===== config.mk =====
export PLATFORM = sky130hd
export DESIGN_NAME = soc_mgmt_pll_seq
export DESIGN_NICKNAME = d
export VERILOG_FILES = /design/src/rtl/soc_mgmt_pkg.sv /design/src/rtl/soc_mgmt_pll_seq_timer.sv /design/src/rtl/soc_mgmt_pll_seq.sv
export SDC_FILE = /design/constraint.sdc
export NUM_CORES = 1
export LEC_CHECK = 0
export BUFFER_PORTS_ARGS = -buffer_cell sky130_fd_sc_hd__buf_2
export CORE_MARGIN = 2
export CORE_UTILIZATION = 42
export CTS_CLUSTER_SIZE = 30
export DETAILED_ROUTE_END_ITERATION = 16
export PLACE_DENSITY = 0.71
export REMOVE_ABC_BUFFERS = 1
export SYNTH_ARGS = -nofsm -noshare
export SYNTH_HDL_FRONTEND = slang
export SYNTH_SLANG_ARGS = --single-unit

===== constraint.sdc =====
create_clock -name i_clk -period 2.6 [get_ports i_clk]
set_clock_uncertainty 0.15 [all_clocks]
set_input_delay 0.26 -clock i_clk [delete_from_list [all_inputs] [get_ports i_clk]]
set_output_delay 0.26 -clock i_clk [all_outputs]
set_load 0.02 [all_outputs]

===== src/rtl/soc_mgmt_pkg.sv =====
// Shared types for the soc_mgmt clock bring-up logic.
// Holds the PLL divider field widths and the sequencer state encoding.
package soc_mgmt_pkg;

    localparam int PLL_M_W = 10;
    localparam int PLL_P_W = 6;
    localparam int PLL_S_W = 3;

    typedef enum logic [2:0] {
        ST_IDLE      = 3'd0,
        ST_TO_REF    = 3'd1,
        ST_PLL_RST   = 3'd2,
        ST_WAIT_LOCK = 3'd3,
        ST_TO_PLL    = 3'd4,
        ST_RUN       = 3'd5,
        ST_ERROR     = 3'd6
    } pll_seq_state_e;

endpackage


===== src/rtl/soc_mgmt_pll_seq_timer.sv =====
// Loadable saturating down-counter; expired is high once the count hits zero.
// A phase that loads N stays for N+1 cycles before expired is seen.
module soc_mgmt_pll_seq_timer #(
    parameter int W = 13
) (
    input  logic         clk,
    input  logic         rst,
    input  logic         load,
    input  logic [W-1:0] value,
    output logic         expired
);

    logic [W-1:0] count;

    always_ff @(posedge clk) begin
        if (rst) begin
            count <= '0;
        end else if (load) begin
            count <= value;
        end else if (count != '0) begin
            count <= count - W'(1);
        end
    end

    assign expired = (count == '0);

endmodule


===== src/rtl/soc_mgmt_pll_seq.sv =====
// PLL bring-up sequencer: park on REF, reset/program PLL, wait for stable
// lock, switch the glitch-free mux to the PLL and supervise lock in RUN.
module soc_mgmt_pll_seq
    import soc_mgmt_pkg::*;
#(
    parameter int ResetCycles      = 16,
    parameter int LockTimeout      = 4096,
    parameter int LockStableCycles = 8,
    parameter int MuxTimeout       = 64
) (
    input  logic               i_clk,
    input  logic               i_rst,
    input  logic               i_start,
    input  logic               i_stop,
    input  logic [PLL_M_W-1:0] i_div_main,
    input  logic [PLL_P_W-1:0] i_div_pre,
    input  logic [PLL_S_W-1:0] i_div_scalar,
    output logic               o_pll_resetb,
    output logic [PLL_M_W-1:0] o_pll_div_main,
    output logic [PLL_P_W-1:0] o_pll_div_pre,
    output logic [PLL_S_W-1:0] o_pll_div_scalar,
    input  logic               i_pll_lock,
    output logic               o_mux_select,
    output logic               o_mux_enable,
    input  logic [1:0]         i_mux_active,
    output logic [2:0]         o_state,
    output logic               o_busy,
    output logic               o_running,
    output logic               o_err_timeout,
    output logic               o_err_lock_lost
);

    localparam int TMax1 = (LockTimeout > MuxTimeout) ? LockTimeout : MuxTimeout;
    localparam int TMax  = (TMax1 > ResetCycles) ? TMax1 : ResetCycles;
    localparam int TW    = $clog2(TMax + 1);
    localparam int SW    = $clog2(LockStableCycles + 1);

    pll_seq_state_e state;
    pll_seq_state_e state_nxt;
    logic           resetb_nxt;
    logic           accept;
    logic           set_timeout;
    logic           set_lost;
    logic           tmr_load;
    logic [TW-1:0]  tmr_value;
    logic           tmr_expired;
    logic [SW-1:0]  stable;
    logic [SW-1:0]  stable_inc;
    logic           lock_ok;

    soc_mgmt_pll_seq_timer #(.W(TW)) u_timer (
        .clk     (i_clk),
        .rst     (i_rst),
        .load    (tmr_load),
        .value   (tmr_value),
        .expired (tmr_expired)
    );

    always_comb begin
        if (!i_pll_lock) begin
            stable_inc = '0;
        end else if (stable == SW'(LockStableCycles)) begin
            stable_inc = stable;
        end else begin
            stable_inc = stable + SW'(1);
        end
        lock_ok = (stable_inc == SW'(LockStableCycles));
    end

    always_comb begin
        state_nxt   = state;
        resetb_nxt  = o_pll_resetb;
        set_timeout = 1'b0;
        set_lost    = 1'b0;
        accept      = i_start && !i_stop &&
                      (state inside {ST_IDLE, ST_RUN, ST_ERROR});
        if (i_stop && state != ST_IDLE) begin
            state_nxt  = ST_IDLE;
            resetb_nxt = 1'b0;
        end else if (accept) begin
            state_nxt = ST_TO_REF;
        end else begin
            case (state)
                ST_TO_REF: begin
                    if (i_mux_active == 2'b01) begin
                        state_nxt  = ST_PLL_RST;
                        resetb_nxt = 1'b0;
                    end else if (tmr_expired) begin
                        state_nxt   = ST_ERROR;
                        set_timeout = 1'b1;
                    end
                end
                ST_PLL_RST: begin
                    if (tmr_expired) begin
                        state_nxt  = ST_WAIT_LOCK;
                        resetb_nxt = 1'b1;
                    end
                end
                ST_WAIT_LOCK: begin
                    if (lock_ok) begin
                        state_nxt = ST_TO_PLL;
                    end else if (tmr_expired) begin
                        state_nxt   = ST_ERROR;
                        set_timeout = 1'b1;
                    end
                end
                ST_TO_PLL: begin
                    if (!i_pll_lock) begin
                        state_nxt = ST_ERROR;
                        set_lost  = 1'b1;
                    end else if (i_mux_active == 2'b10) begin
                        state_nxt = ST_RUN;
                    end else if (tmr_expired) begin
                        state_nxt   = ST_ERROR;
                        set_timeout = 1'b1;
                    end
                end
                ST_RUN: begin
                    // resetb stays high so the lost lock can be inspected
                    if (!i_pll_lock) begin
                        state_nxt = ST_ERROR;
                        set_lost  = 1'b1;
                    end
                end
                default: ;
            endcase
        end
    end

    always_comb begin
        tmr_load = (state_nxt != state);
        case (state_nxt)
            ST_PLL_RST:   tmr_value = TW'(ResetCycles - 1);
            ST_WAIT_LOCK: tmr_value = TW'(LockTimeout - 1);
            default:      tmr_value = TW'(MuxTimeout - 1);
        endcase
    end

    always_ff @(posedge i_clk) begin
        if (i_rst) begin
            state            <= ST_IDLE;
            o_pll_resetb     <= 1'b0;
            o_pll_div_main   <= '0;
            o_pll_div_pre    <= '0;
            o_pll_div_scalar <= '0;
            o_err_timeout    <= 1'b0;
            o_err_lock_lost  <= 1'b0;
            stable           <= '0;
        end else begin
            state        <= state_nxt;
            o_pll_resetb <= resetb_nxt;
            if (accept) begin
                o_pll_div_main   <= i_div_main;
                o_pll_div_pre    <= i_div_pre;
                o_pll_div_scalar <= i_div_scalar;
                o_err_timeout    <= 1'b0;
                o_err_lock_lost  <= 1'b0;
            end else begin
                if (set_timeout) o_err_timeout <= 1'b1;
                if (set_lost) o_err_lock_lost <= 1'b1;
            end
            if (state == ST_WAIT_LOCK && state_nxt == ST_WAIT_LOCK) begin
                stable <= stable_inc;
            end else begin
                stable <= '0;
            end
        end
    end

    assign o_state      = state;
    assign o_mux_select = (state inside {ST_TO_PLL, ST_RUN});
    assign o_mux_enable = 1'b1;
    assign o_busy       = (state inside {ST_TO_REF, ST_PLL_RST,
                                         ST_WAIT_LOCK, ST_TO_PLL});
    assign o_running    = (state == ST_RUN);

endmodule

==> results of run 1 <==
## placed cells by master (no fill, tap or decap), types with 2 or more instances in the layout
cell and count:
buf_4 12, nor2_1 19, dfxtp_2 3, xor2_1 7, nor3_1 4, ha_1 3
o21a_1 2, o21ai_1 6, nor4_1 2, nor3_2 2, or2_2 2, o21ai_2 2
inv_1 7, nand3_1 4, o31ai_1 3, buf_2 53, nand2_1 53, a21oi_1 31
a31oi_1 4, or4_4 2, dfxtp_1 39, o32ai_1 2, nor2b_1 6, o21ai_0 6
nand2b_1 5, and4_4 2, and2_1 2, clkbuf_8 5, xnor2_1 7
## state kept, by name, indices dropped and copies added, names as in the netlist
name / cells
u_timer.count: 13
o_pll_div_main: 10
o_pll_div_pre: 6
stable: 4
o_pll_div_scalar: 3
o_state: 3
o_err_lock_lost: 1
o_err_timeout: 1
o_pll_resetb: 1
## report_power, final
part           total [mW]  internal [mW]  switching [mW]  leakage (nW)
sequential          0.841          0.737           0.104         0.344
clock               0.415          0.190           0.225        0.0452
combinational       0.776          0.351           0.425         0.710
total                2.03           1.28           0.754          1.10
## timing repair
action | 4_1_cts | 5_1_grt
resized for setup | 0 | 12
setup buffers | 0 | 3
hold endpoints to repair | 0 | 0
endpoints found under the setup margin | 0 | 15
## through the flow
stage | hold WS [ns] | power (mW) | std cells | area, µm²
5_1_grt | 0.0354 | 2.17 | 398 | 2660
4_1_cts | 0.0377 | 1.99 | 395 | 2600
2_1_floorplan | 0.179 | 1.36 | 255 | 2090
3_3_place_gp | 0.289 | 1.55 | 387 | 2510
3_5_place_dp | 0.294 | 1.57 | 387 | 2510
6_report | 0.0450 | 2.03 | 398 | 2660
## tightest hold or removal path, cell delays in order
cell and delay, ns:
buf_2 0.09, nand2_1 0.04, a21oi_1 0.05
## final timing paths
kind,endpoint,slack (ns),from,cells after the start
worst max register to register,u_timer.count[5],0.12,u_timer.count[1],9
worst min-delay path,o_pll_div_pre[2],0.04,i_div_pre[2],3
worst max-delay path,u_timer.count[5],0.12,u_timer.count[1],9
worst min register to register,o_pll_div_main[1],0.30,o_pll_div_main[1],2
## logic make-up (layout without fill, tap and decap cells)
kind of cell / after synthesis / count (layout) / synth area share [%]
DFF: 42 / 42 / 38.5
buffers and inverters: 25 / 80 / 5.44
AOI/OAI and AO/OA: 67 / 67 / 18.8
and+or+nand+nor: 120 / 120 / 29.3
other: 1 / 1 / 0.172
adders and majority gates: 3 / 3 / 1.72
muxes: 1 / 1 / 0.515
xor gates and xnor gates: 14 / 14 / 5.61
## layout make-up
class                           instances  area, µm²  share of cell area, %
Sequential cell                        42        845                   31.8
Multi-Input combinational cell        206       1260                   47.3
Inverter                                7       26.3                  0.989
Tap cell                               70       87.6                   3.30
Clock inverter                          2       13.8                  0.518
Timing Repair Buffer                   65        355                   13.4
Clock buffer                            6       72.6                   2.73
## per-layer routing
| metal | vias to the layer above | routed length, µm | GRT usage (%) |
|---|---|---|---|
| met1 | 947 | 2420 | 23.3 |
| li1 | 1050 | - | - |
| met3 | 8 | 221 | 3.79 |
| met5 | - | 0 | 0 |
| met2 | 53 | 2390 | 29.6 |
| met4 | 0 | 72 | 6.36 |
## synth_stat cells (all sizes together) (3+ instances only)
master  count  area, µm²
nand2      53        199
buf         8       55.1
xnor2       7       61.3
a31oi       4       25.0
nand3       4       20.0
ha          3       37.5
o21ai      14       70.1
inv         7       26.3
nor2b       6       37.5
nor4        4       46.3
clkbuf     10       37.5
nor3        6       35.0
dfxtp      42        841
a21oi      31        155
or4         3       30.0
and2        3       20.0
xor2        7       61.3
nor2       19       71.3
o32ai       3       26.3
nand2b      5       31.3
o31ai       3       22.5
==> results.yml, run 1 <==
status:
  status: "finished clean"
setup_path:
  worst_setup_path_end_kind: "flip-flop"
  path_buf_inv: 1
  max_stage_delay_ns: 0.58
  cpMostUsedCell: "or4_4"
  critical-path-top-delay-family: "simple AND/OR/NAND/NOR gates"
  arrival_ns: 2.53
  cp-start-kind: "flip-flop"
  cp_slowest_cell: "or4_4"
  path_class: "reg -> reg"
  path_max_fanout: 8
  cp.required_ns: 2.65
  path_cells: "inv_1, ha_1, nor3b_2, and4_4, a221oi_2, or4_4, nand4_4, or4_4, o32ai_1"
sta:
  drv_slew: 0
  worst_slack_ns: 0.120
  rsz0062_at_grt: "false"
  tns_ns: 0
  fin_crit_sh_pct: 95.4
  clock.fmax_mhz: 403
  final-setup-viol-count: 0
  fin_crit_ns: 2.48
  hold_viol_final: 0
global_routing:
  grt-ovfl-total: 0
  first_global_vias: 1965
  grt_pass1_wl_um: 8640
  antenna_found_initial: 0
  grt_max_degree: 22
  track_usage_pct: 17.9
drt:
  routed_via_density: 5.17
  drt-total-wl_um: 5110
  drtAntennaViolNets: 0
  vias: 2058
  drt-initial-drc-count: 163
  drc: 0
  detail_route.wl_per_cell_um: 12.8
  dr.pass1.iters: 4
floorplan:
  core_area_mm2: 0.00507
  fp.dieH_um: 76.1
  rows: 26
  ios: 55
  die_w_um: 76.1
  dieArea_mm2: 0.00580
  start_util_pct: 43.1
logic_synthesis:
  netlist_area_mm2: 0.00219
  yosysWarnings: 0
  async_flop_share_pct: 0
  yosysUniqueCellTypes: 57
  synthFlopType: "dfxtp_1"
  seq_area_frac_synth_pct: 38.5
  synth_edf_count: 0
  synthCells: 273
  ys_ff_latch: 42
  avgSynthCellArea_um2: 8.01
clock_tree:
  htreeDepth: 2
  clockBufferDepth: 2
  cts.sinks: 42
  hold_buffers: 0
  root_buffer: "clkbuf_8"
  clk_pin_slew_ns: 0.08
  cts_buffers: 5
  clk_latency_ns: 0.29
  tritoncts: "done"
hold_path:
  worstHoldPathType: "in -> reg"
pwr:
  p_leak_nw: 1.10
  max-vdd-ir-drop_uv: 443
  power.density_mw_per_mm2: 765
finish:
  area_growth_syn_to_layout_pct: 21.6
  drive_gt1_share_pct: 29.3
  final_nets: 356
  n_fill_cell: 479
  antennaDiodeCount: 0
  utilization_pct: 52.4
run:
  drv_cap: 0
placement:
  dp_hpwl_um: 3670
  pre_cts_slack_ns: 0.0891
  port_buffers: 53
  place_congestion: 0.968
No activity file was read; power rests on OpenSTA's default activity.
==> inputs of run 2 (changes only) <==
--- a/config.mk
+++ b/config.mk
@@ -6,11 +6,13 @@
 export NUM_CORES = 1
 export LEC_CHECK = 0
 export BUFFER_PORTS_ARGS = -buffer_cell sky130_fd_sc_hd__buf_2
+export CAP_MARGIN = 20
 export CORE_MARGIN = 2
-export CORE_UTILIZATION = 42
+export CORE_UTILIZATION = 53
 export CTS_CLUSTER_SIZE = 30
 export DETAILED_ROUTE_END_ITERATION = 16
-export PLACE_DENSITY = 0.71
+export HOLD_SLACK_MARGIN = 0.05
+export PLACE_DENSITY = 0.86
 export REMOVE_ABC_BUFFERS = 1
 export SYNTH_ARGS = -nofsm -noshare
 export SYNTH_HDL_FRONTEND = slang
==> run 2 against run 1 <==
Sequential cell count unchanged. Combinational power down 2%. Final area is 4.8% higher. Clock power increased by 26%. Critical path type unchanged. Sequential share of layout area decreased by 1.5 points. Worst hold slack improved by 0.017 ns. Worst setup slack better by 0.067 ns. Non-clock buffer count increased by 14. Sequential power hardly changed. Largest power group unchanged.
==> results.yml, run 2 (synthesized netlist as in run 1, its figures left out) <==
status:
  status: "finished clean"
sta:
  worst_slack_ns: 0.186
  fin_crit_sh_pct: 92.8
  hold_viol_final: 0
  rsz0062_at_grt: "false"
  fin_crit_ns: 2.41
  final-setup-viol-count: 0
  clock.fmax_mhz: 414
  drv_slew: 0
  whs_ns: 0.0621
  tns_ns: 0
finish:
  antennaDiodeCount: 0
  final_nets: 370
  final_cell_mix: "nand2_1, buf_2, dfxtp_1"
  regMostFlops: "u_timer.count"
  stdcell_count: 392
  top_regs: "u_timer.count x13, o_pll_div_main x10, o_pll_div_pre x6"
  utilization_pct: 70.1
  largest_reg_flops: 13
  area_growth_syn_to_layout_pct: 27.4
  stdcell_area_mm2: 0.00279
  drive_gt1_share_pct: 25.7
clock_tree:
  clk_pin_slew_ns: 0.08
  cts.sinks: 42
  htreeDepth: 2
  cts_buffers: 5
  root_buffer: "clkbuf_8"
  clockBufferDepth: 2
  clk_latency_ns: 0.30
  tritoncts: "done"
drt:
  drt-total-wl_um: 5810
  drt-initial-drc-count: 107
  drc: 0
  routed_via_density: 5.54
  vias: 2172
  drtAntennaViolNets: 0
  dr.pass1.iters: 4
  detail_route.wl_per_cell_um: 14.8
placement:
  dp.cells: 366
  postPlaceCellArea_mm2: 0.00248
  dp_hpwl_um: 3800
  port_buffers: 53
  pre_cts_slack_ns: 0.0427
  place_congestion: 1.02
global_routing:
  track_usage_pct: 25.8
  antenna_found_initial: 0
  globalRouteMet2Util_pct: 42.0
  grt_pass1_wl_um: 9000
  grt_max_degree: 22
  grt_util_met3_pct: 7.07
  busiest_layer: "met2"
  first_global_vias: 2023
  grt-ovfl-total: 0
  gr-usage-met1_pct: 32.5
setup_path:
  startpoint: "u_timer.count[0]"
  critical_path_depth: 9
  cpMostUsedCell: "or4_4"
  r2r_start: "u_timer.count[0]"
  path_class: "reg -> reg"
  critical-path-top-delay-family: "simple AND/OR/NAND/NOR gates"
  r2r_cells: 9
  path_buf_inv: 1
  arrival_ns: 2.50
  max_stage_delay_ns: 0.50
  cp-start-kind: "flip-flop"
  path_cells: "inv_1, ha_1, nor3b_2, and4_4, a221oi_2, or4_4, nand4_4, or4_4, o21ai_1"
  path_max_fanout: 8
  worst_setup_path_end_kind: "flip-flop"
  cp.required_ns: 2.69
  cp_slowest_cell: "or4_4"
hold_path:
  worstHoldPathType: "in -> reg"
  hold_path_startpoint: "i_div_pre[1]"
  min_path_cells: 3
floorplan:
  dieArea_mm2: 0.00465
  ios: 55
  rows: 23
  die_w_um: 68.2
  start_util_pct: 55.0
  fp.dieH_um: 68.2
  core_area_mm2: 0.00397
pwr:
  power.density_mw_per_mm2: 763
  p_leak_nw: 1.15
  p_total_mw: 2.13
  max-vdd-ir-drop_uv: 654
run:
  drv_cap: 0
[run 2: changes by cell type in the layout (fill, tap and decap cells not counted), sizes merged]
cell	before	now
buf	65	62
bufinv	0	1
clkbuf	6	5
clkinv	2	0
clkinvlp	0	2
dlygate4sd3	0	17
[run 2: power breakdown]
part           switching (mW)  internal, mW  leakage, nW
clock network           0.239         0.286       0.0504
registers               0.106         0.735        0.343
logic                   0.413         0.346        0.761
[run 2: routing by layer]
metal	up-vias	part of all wire (%)
li1	1075	-
met1	1025	42
met2	60	52
met3	12	4.5
met4	0	1.5
met5	-	0
[run 2: path summary, 6_finish.rpt]
path	slack, ns	endpoint
min	0.06	o_pll_div_pre[1]
max reg2reg	0.19	u_timer.count[10]
min reg2reg	0.31	o_pll_div_scalar[1]
max	0.19	u_timer.count[10]
[run 2: repair_timing]
item / CTS / global route
endpoints found under the hold margin: 17 / 0
setup endpoints to repair: 0 / 16
gates resized for setup: 0 / 5
hold buffers: 17 / 0
setup buffers: 0 / 1
[run 2: final cells by class]
class	instances	area (µm²)
Fill cell	301	1190
Clock inverter	3	45.0
Clock buffer	5	68.8
Multi-Input combinational cell	206	1240
Inverter	7	26.3
Tap cell	50	62.6
Timing Repair Buffer	79	503
Sequential cell	42	842
[run 2: worst min-delay path, stage by stage]
cell,delay [ns]
buf_2,0.10
nand2_1,0.05
a21oi_1,0.05
